<file path="config.mk">
export PLATFORM = sky130hd
export DESIGN_NAME = id_ex_stage
export DESIGN_NICKNAME = d
export VERILOG_FILES = /design/src/rtl/id_ex_stage.sv
export SDC_FILE = /design/constraint.sdc
export NUM_CORES = 1
export LEC_CHECK = 0
export BUFFER_PORTS_ARGS = -buffer_cell sky130_fd_sc_hd__clkbuf_2
export CAP_MARGIN = 0
export CORE_ASPECT_RATIO = 0.9
export CORE_MARGIN = 2
export CORE_UTILIZATION = 50
export CTS_CLUSTER_DIAMETER = 100
export CTS_CLUSTER_SIZE = 12
export DETAILED_ROUTE_END_ITERATION = 6
export GPL_TIMING_DRIVEN = 0
export PLACE_DENSITY = 0.86
export SYNTH_ARGS = -nofsm -noshare
export SYNTH_HDL_FRONTEND = slang
export SYNTH_SLANG_ARGS = --single-unit
export TNS_END_PERCENT = 50
</file>
<file path="constraint.sdc">
create_clock -name clk -period 2 [get_ports clk]
set_input_delay 0.2 -clock clk [delete_from_list [all_inputs] [get_ports clk]]
set_output_delay 0.2 -clock clk [all_outputs]
set_load 0.1 [all_outputs]
</file>
<file path="src/rtl/id_ex_stage.sv">
// id_ex_stage: ID/EX pipeline register with load-use hazard detection.
// Captures decoded operands and control from ID and presents them to EX.
// Inserts a bubble on a load-use hazard or a taken branch/jump flush.
// Freezes completely while MEM reports an external stall.
// Optional: define ID_EX_PERF_CNT_EN to add saturating bubble/flush counters.
module id_ex_stage #(
   parameter int XLEN = 32
) (
   input  logic            clk,
   input  logic            rst_n,
   input  logic            valid_id,
   input  logic [XLEN-1:0] pc_id,
   input  logic [XLEN-1:0] rs1_data_id,
   input  logic [XLEN-1:0] rs2_data_id,
   input  logic [XLEN-1:0] imm_id,
   input  logic [4:0]      rs1_id,
   input  logic [4:0]      rs2_id,
   input  logic [4:0]      rd_id,
   input  logic            uses_rs1_id,
   input  logic            uses_rs2_id,
   input  logic [3:0]      alu_op_id,
   input  logic            alu_src_id,
   input  logic            mem_read_id,
   input  logic            mem_write_id,
   input  logic            reg_write_id,
   input  logic            mem_to_reg_id,
   input  logic            flush_ex,
   input  logic            stall_ext,
   output logic            stall_if_id,
   output logic            valid_ex,
   output logic [XLEN-1:0] pc_ex,
   output logic [XLEN-1:0] rs1_data_ex,
   output logic [XLEN-1:0] rs2_data_ex,
   output logic [XLEN-1:0] imm_ex,
   output logic [4:0]      rs1_ex,
   output logic [4:0]      rs2_ex,
   output logic [4:0]      rd_ex,
   output logic [3:0]      alu_op_ex,
   output logic            alu_src_ex,
   output logic            mem_read_ex,
   output logic            mem_write_ex,
   output logic            reg_write_ex,
   output logic            mem_to_reg_ex
`ifdef ID_EX_PERF_CNT_EN
   ,
   output logic [31:0]     bubble_cnt,
   output logic [31:0]     flush_cnt
`endif
);

   typedef struct packed {
      logic            valid;
      logic [XLEN-1:0] pc;
      logic [XLEN-1:0] rs1_data;
      logic [XLEN-1:0] rs2_data;
      logic [XLEN-1:0] imm;
      logic [4:0]      rs1;
      logic [4:0]      rs2;
      logic [4:0]      rd;
      logic [3:0]      alu_op;
      logic            alu_src;
      logic            mem_read;
      logic            mem_write;
      logic            reg_write;
      logic            mem_to_reg;
   } ex_t;

   ex_t  ex_q, ex_d, ld;
   logic lu;

   // Load-use hazard, evaluated only against the registered EX instruction.
   always_comb begin
      lu = ex_q.valid & ex_q.mem_read & (ex_q.rd != 5'd0) & valid_id &
           ((uses_rs1_id & (rs1_id == ex_q.rd)) | (uses_rs2_id & (rs2_id == ex_q.rd)));
   end

   // Hold upstream on a memory freeze or a non-squashed load-use; quiet in reset.
   always_comb begin
      stall_if_id = rst_n & (stall_ext | (~flush_ex & lu));
   end

   // Capture image of ID; an empty slot carries no control and no indices.
   always_comb begin
      ld          = '0;
      ld.valid    = valid_id;
      ld.pc       = pc_id;
      ld.rs1_data = rs1_data_id;
      ld.rs2_data = rs2_data_id;
      ld.imm      = imm_id;
      if (valid_id) begin
         ld.rs1        = rs1_id;
         ld.rs2        = rs2_id;
         ld.rd         = rd_id;
         ld.alu_op     = alu_op_id;
         ld.alu_src    = alu_src_id;
         ld.mem_read   = mem_read_id;
         ld.mem_write  = mem_write_id;
         ld.reg_write  = reg_write_id;
         ld.mem_to_reg = mem_to_reg_id;
      end
   end

   // Priority: freeze, then flush bubble, then load-use bubble, then load.
   always_comb begin
      ex_d = ld;
      if (stall_ext)
         ex_d = ex_q;
      else if (flush_ex || lu)
         ex_d = '0;
   end

   // ID/EX register.
   always_ff @(posedge clk or negedge rst_n) begin
      if (!rst_n) ex_q <= '0;
      else        ex_q <= ex_d;
   end

`ifdef ID_EX_PERF_CNT_EN
   // Saturating event counters; frozen together with the pipeline register.
   always_ff @(posedge clk or negedge rst_n) begin
      if (!rst_n) begin
         bubble_cnt <= '0;
         flush_cnt  <= '0;
      end else if (!stall_ext) begin
         if (flush_ex) begin
            if (flush_cnt != 32'hFFFF_FFFF) flush_cnt <= flush_cnt + 32'd1;
         end else if (lu) begin
            if (bubble_cnt != 32'hFFFF_FFFF) bubble_cnt <= bubble_cnt + 32'd1;
         end
      end
   end
`endif

   assign valid_ex      = ex_q.valid;
   assign pc_ex         = ex_q.pc;
   assign rs1_data_ex   = ex_q.rs1_data;
   assign rs2_data_ex   = ex_q.rs2_data;
   assign imm_ex        = ex_q.imm;
   assign rs1_ex        = ex_q.rs1;
   assign rs2_ex        = ex_q.rs2;
   assign rd_ex         = ex_q.rd;
   assign alu_op_ex     = ex_q.alu_op;
   assign alu_src_ex    = ex_q.alu_src;
   assign mem_read_ex   = ex_q.mem_read;
   assign mem_write_ex  = ex_q.mem_write;
   assign reg_write_ex  = ex_q.reg_write;
   assign mem_to_reg_ex = ex_q.mem_to_reg;

endmodule

</file>
==> flow_summary_export.csv, run 1 <==
group,metric,value,unit
logic_synthesis,synth_seq_cells,153,
power,p_comb_share,36.3,%
sta,fin_crit_sh,126,%
placement,routabilityCongestion,0.844,
global_routing,grt_pass1_vias,7782,
logic_synthesis,syn_area,0.00836,mm²
setup_path,cp-end-kind,"primary output",
placement,io_buffers,312,
setup_path,cpLargestDelayFamily,"simple AND/OR/NAND/NOR gates",
global_routing,grt_pass1_wl,41600,µm
sta,setup_viol,128,
setup_path,r2r_start,"rd_ex[3]",
sta,slew_headroom,45.6,%
detailed_routing,avgRoutedWirePerCell,20.7,µm
setup_path,cp_data_arrival_time,2310,ps
setup_path,r2r-end,"imm_ex[13]",
clocking,clk_pin_slew_worst_paths,70,ps
sta,tightest_slew,817,ps
sta,whs,-217,ps
clocking,h-tree-depth,4,
min_path,holdCritPathClass,"in2async",
clocking,insertion_delay,420,ps
floorplanning,die_w,140,µm
setup_path,critPathRequiredTime,1800,ps
sta,fin_ws,-510,ps
power,switching_share,42.7,%
detailed_routing,drtAntennaViolNets,0,
detailed_routing,wl_met2,13100,µm
logic_synthesis,synth_area_leader_cell,"dfrtp_1",
status,status,"finished, violations left",
setup_path,slowest_delay,570,ps
detailed_routing,drt_iter0_drc,470,
detailed_routing,first_pass_iters,5,
setup_path,crit_chain,"or4_4 > o211a_4 > and4b_1 > a22o_4 > clkbuf_16",
detailed_routing,wl_met3,2240,µm
power,cellPowerDensity,869,mW/mm²
layout,multi_input_area,0.00419,mm²
logic_synthesis,ys_types,23,
detailed_routing,route.vias.total,7669,
setup_path,crit_buf_inv,1,
placement,dp_hpwl,18000,µm
logic_synthesis,synth_top_cell_area_share,45.8,%
logic_synthesis,syn-num-nets,876,
setup_path,reg2reg_slack,-170,ps
floorplanning,ios,313,
setup_path,crit_type,"reg2out",
floorplanning,die_h,127,µm
power,p_int,5820,µW
detailed_routing,wl_met1,10700,µm
power,sequentialPowerShare,34.7,%
detailed_routing,wl,26800,µm
power,clockPowerShare,29.0,%
sta,skew,14.5,ps
logic_synthesis,yosysSeqAreaShare,45.8,%
setup_path,r2r_cells,7,
power,power.switching,4340,µW
logic_synthesis,yosys-top-cells-area,"dfrtp_1 46%, a41oi_2 23%, a21boi_0 11%, nand2_1 7.0%, a32oi_1 2.5%",
layout,syn_to_final_growth,39.7,%
status,violations,"hold timing, setup timing",
detailed_routing,vias_per_cell,5.92,
sta,period_needed,2510,ps
logic_synthesis,syn_avg_cell_area,11.7,µm²
logic_synthesis,ys_warn_count,0,
clocking,cts_tree,"built",
clocking,cts.sinks,153,
floorplanning,num_rows,44,
floorplanning,core,0.0162,mm²
power,vdd_drop_max,0.702,mV
sta,slew_violations,0,
power,leakage,0.00511,µW
layout,drive_gt1_share,49.8,%
setup_path,cp_max_fo,2,
detailed_routing,post-route-drc-count,0,
sta,hold_viol,71,
layout,n_fill_cell,1110,
clocking,root_buffer,"clkbuf_16",
flow_run,maxCapViolCount,0,
setup_path,startpoint_type,"flop",
floorplanning,dieArea,0.0178,mm²
placement,dp_slack,-559,ps
global_routing,grt_usage,29.5,%
logic_synthesis,synthCells,717,
global_routing,grt_remaining_overflow,0,
global_routing,grt_max_degree,85,
global_routing,antenna_found_initial,1,
detailed_routing,top_layer_used,"met4",
floorplanning,initial_core_util,51.5,%
layout,seq_area,0.00384,mm²
layout,fin_nets,1234,
clocking,cts_buffers,17,
sta,rsz0062_at_grt,"yes",
sta,fmax,0.398,GHz
setup_path,slowest_stage,"or4_4",
clocking,clockBufferDepth,2,
==> cells in the final DEF, fill, tap and decap left out, types with 2 or more instances in the layout <==
| cell type | count |
|---|---|
| clkbuf_2 | 310 |
| nand2_1 | 155 |
| dfrtp_1 | 148 |
| a21boi_0 | 128 |
| a41oi_2 | 128 |
| clkbuf_1 | 52 |
| a32oi_1 | 24 |
| clkbuf_16 | 22 |
| buf_12 | 20 |
| o21ai_0 | 17 |
| buf_16 | 13 |
| buf_4 | 11 |
| xnor2_1 | 8 |
| o21ai_1 | 8 |
| buf_6 | 7 |
| clkinv_2 | 5 |
| buf_8 | 4 |
| clkinv_4 | 3 |
| dfrtp_4 | 3 |
| xnor2_2 | 2 |
| nand4_1 | 2 |
| buf_2 | 2 |
| clkinvlp_4 | 2 |
| clkbuf_8 | 2 |
| dfrtp_2 | 2 |
==> cells by family (layout without fill, tap and decap cells) <==
| family | Yosys count | in the layout | synth area share (%) |
|---|---|---|---|
| compound gates | 310 | 310 | 40.3 |
| xor+xnor | 10 | 10 | 1.05 |
| buf+inv | 83 | 454 | 5.40 |
| flops | 153 | 153 | 45.8 |
| other cells | 0 | 1 | 0 |
| simple gates | 161 | 161 | 7.48 |
==> how the worst max path moves through the flow <==
stage,from,end,slack [ps],cells after the start
finish,rd_ex[3],stall_if_id,-510,5
global route,rd_ex[3],stall_if_id,-570,5
floorplan,rd_ex[4],stall_if_id,-170,4
detailed placement,rd_ex[4],stall_if_id,-560,6
global placement,rst_n,rd_ex[2],-2700,1
CTS,rd_ex[4],stall_if_id,-510,5
==> power by group through the flow <==
stage	Combinational [µW]	Sequential (µW)	Clock, µW
6_report	3680	3520	2950
5_1_grt	3830	3550	3110
4_1_cts	3610	3520	2960
3_5_place_dp	3410	3570	0
3_3_place_gp	3370	3570	0
2_1_floorplan	805	5410	0
==> area by class of cell <==
type	instances	share of cell area [%]
Multi-Input combinational cell	481	35.9
Sequential cell	153	32.9
Timing Repair Buffer	339	18.4
Buffer	83	6.09
Clock buffer	21	3.86
Tap cell	207	2.22
Clock inverter	11	0.643
Antenna cell	1	0.0214
==> synth_stat cells <==
cell type    n
clkbuf_1    51
o22ai_2      1
buf_6       14
buf_2       13
o21ai_0     22
a21boi_0   128
o21ai_1      3
a22o_1       1
and2_1       1
dfrtp_1    153
nand2_1    155
a41oi_2    120
xnor2_1     10
nand4_1      2
buf_4        5
and4b_1      1
a41oi_1      8
or4_4        1
a22oi_1      1
a32oi_1     24
o211a_1      1
nor2_1       1
o211ai_2     1
==> sequential cells by signal, indices dropped and copies added (netlist names) <==
signal	flops
rd_ex	5
mem_write_ex	1
alu_op_ex	4
reg_write_ex	1
rs2_ex	5
mem_read_ex	1
pc_ex	32
mem_to_reg_ex	1
alu_src_ex	1
rs1_data_ex	32
valid_ex	1
rs2_data_ex	32
imm_ex	32
rs1_ex	5
==> repair_timing <==
action,in CTS,in global routing
pin swaps,14,78
buffers inserted,12,2
gates resized for setup,65,61
setup endpoints to repair,145,154
hold endpoints to repair,71,71
gates cloned,12,4
==> routing by layer <==
layer	track usage (%)	vias to the layer above
li1	-	3472
met1	37.1	3792
met2	47.8	344
met3	9.55	61
met4	11.5	0
met5	0	-
==> per-stage QoR <==
stage                     utilization, %  std cells  cell area (µm²)  TNS [ps]  power [µW]
final                               71.9       1296            11700    -15220       10200
after global routing                71.9       1296            11700    -21240       10500
after CTS                           70.5       1293            11500    -40850       10100
after detailed placement            63.1       1237            10200    -22940        6980
after global placement              62.8       1236            10200   -342960        6930
after floorplan                        -        717             8390      -170        6210
No activity file was read; power rests on OpenSTA's default activity.
==> run 2: changes to the inputs <==
CELL_PAD_IN_SITES_DETAIL_PLACEMENT = 1   (was default)
CELL_PAD_IN_SITES_GLOBAL_PLACEMENT = 1   (was default)
CORE_UTILIZATION = 38   (was 50)
CTS_CLUSTER_SIZE = default   (was 12)
==> run 2 against run 1 <==
The run still ends with hold timing, setup timing left. Worst setup slack about the same. Hold slack got worse by 8.1 ps. Register-to-register slack got worse by 60 ps. Die area increased by 31%. Clock skew decreased by 2.1 ps. Routed wire length increased by 15%. Final area increased by 2.1%. Power increased by 5.5%. Maximum frequency about the same.
==> flow_summary_export.csv, run 2 (synthesis gave the netlist of run 1 again) <==
group,metric,value,unit
status,status,"finished, violations left",
status,violations,"hold timing, setup timing",
sta,hold_viol,69,
layout,final_cell_mix,"310 x clkbuf_2, 155 x nand2_1, 148 x dfrtp_1, 128 x a21boi_0, 127 x a41oi_2",
setup_path,cpLargestDelayFamily,"simple AND/OR/NAND/NOR gates",
sta,skew,12.5,ps
placement,io_buffers,312,
placement,routabilityCongestion,0.784,
sta,setup_viol,134,
sta,period_needed,2510,ps
clocking,cts.sinks,153,
sta,fmax,0.398,GHz
clocking,root_buffer,"clkbuf_16",
sta,whs,-225,ps
global_routing,grt_remaining_overflow,0,
floorplanning,num_rows,51,
sta,rsz0062_at_grt,"yes",
layout,syn_to_final_growth,42.7,%
sta,slew_headroom,42.6,%
layout,seq_area,0.00384,mm²
power,leakage,0.00516,µW
clocking,cts_tree,"built",
global_routing,grt_pass1_wl,47700,µm
sta,tightest_slew,861,ps
clocking,clk_pin_slew_worst_paths,70,ps
placement,placed_cell_area,0.0103,mm²
detailed_routing,wl,31000,µm
sta,fin_crit_sh,126,%
power,p_total,10700,µW
layout,num_antenna_cells,0,
setup_path,crit_buf_inv,1,
floorplanning,die_h,145,µm
detailed_routing,route.vias.total,7679,
placement,dp_hpwl,20900,µm
layout,final_common_cell,"clkbuf_2",
global_routing,grt_max_degree,87,
setup_path,slowest_stage,"or4_4",
setup_path,crit_chain,"or4_4 > o211a_4 > and4b_1 > a22o_4 > clkbuf_16",
detailed_routing,drtAntennaViolNets,0,
sta,slew_violations,0,
layout,design_area,0.0119,mm²
setup_path,slowest_delay,550,ps
power,cellPowerDensity,898,mW/mm²
layout,n_fill_cell,2403,
setup_path,crit_type,"reg2out",
detailed_routing,drt_iter0_drc,320,
floorplanning,initial_core_util,38.7,%
floorplanning,die_w,160,µm
setup_path,critPathRequiredTime,1800,ps
clocking,h-tree-depth,4,
floorplanning,core,0.0216,mm²
global_routing,antenna_found_initial,0,
clocking,cts_buffers,17,
global_routing,grt_usage,26.3,%
layout,fin_nets,1236,
clocking,insertion_delay,420,ps
setup_path,cp_data_arrival_time,2310,ps
detailed_routing,first_pass_iters,4,
detailed_routing,post-route-drc-count,0,
setup_path,cp-end-kind,"primary output",
layout,fin_util,55.2,%
flow_run,maxCapViolCount,0,
setup_path,startpoint_type,"flop",
power,vdd_drop_max,0.632,mV
min_path,holdCritPathClass,"in2async",
detailed_routing,avgRoutedWirePerCell,22.4,µm
setup_path,cp_max_fo,2,
clocking,clockBufferDepth,2,
detailed_routing,vias_per_cell,5.56,
global_routing,grt_pass1_vias,8263,
layout,drive_gt1_share,50.0,%
floorplanning,dieArea,0.0232,mm²
floorplanning,ios,313,
sta,fin_ws,-510,ps
layout,multi_input_area,0.00420,mm²
## run 2: layout make-up
| class | instances | area share (%) |
|---|---|---|
| clock inverters | 12 | 1.37 |
| plain buffers | 83 | 5.96 |
| clock buffers | 20 | 3.74 |
| flip-flops and latches | 153 | 32.2 |
| repair buffers | 341 | 18.5 |
| well taps | 291 | 3.05 |
| multi-input cells | 481 | 35.2 |
## run 2: metrics by stage
step	setup WS [ps]	setup TNS, ps	hold slack (ps)	instances
after floorplan	-170	-170	-95.6	717
after global placement	-2880	-392900	437	1320
after detailed placement	-746	-50430	254	1321
after CTS	-536	-53250	-202	1380
after global routing	-566	-21080	-200	1381
final	-510	-15590	-225	1381
## run 2: worst paths after layout
path | startpoint | to | cells past startpoint | slack (ps)
max | rd_ex[3] | stall_if_id | 5 | -510
min | rst_n | rs1_data_ex[25] | 1 | -220
max reg2reg | rd_ex[3] | imm_ex[12] | 8 | -230
min reg2reg | alu_op_ex[1] | alu_op_ex[1] | 2 | 510
max in group asynchronous | rst_n | rd_ex[4] | 2 | 1330
min in group clk | rd_id[3] | rd_ex[3] | 3 | 20
## run 2: per-layer routing
metal | GRT usage [%] | routed length [µm]
met3 | 6.93 | 1790
met5 | 0 | 0
met1 | 32.5 | 12700
met4 | 7.44 | 675
met2 | 45.8 | 15700
## run 2: what timing repair did
item                                   4_1_cts  5_1_grt
cloned                                      14        1
setup endpoints to repair                  154      154
pin swaps                                   22       73
resized for setup                           69       54
endpoints found under the hold margin       69       69
buffers inserted                            13        4
## run 2: power by group
group | total [µW] | internal, µW | switching, µW
registers | 3530 | 3350 | 176
clock network | 3450 | 2020 | 1420
logic | 3740 | 860 | 2880
total | 10700 | 6230 | 4480
## run 2: worst register-to-register path: cells and delay by family, from the launching register on
kind                   cells  cell delay (ps)
buffers and inverters      5              720
and+or+nand+nor            1              550
DFF                        1              490
AOI/OAI and AO/OA          2              400
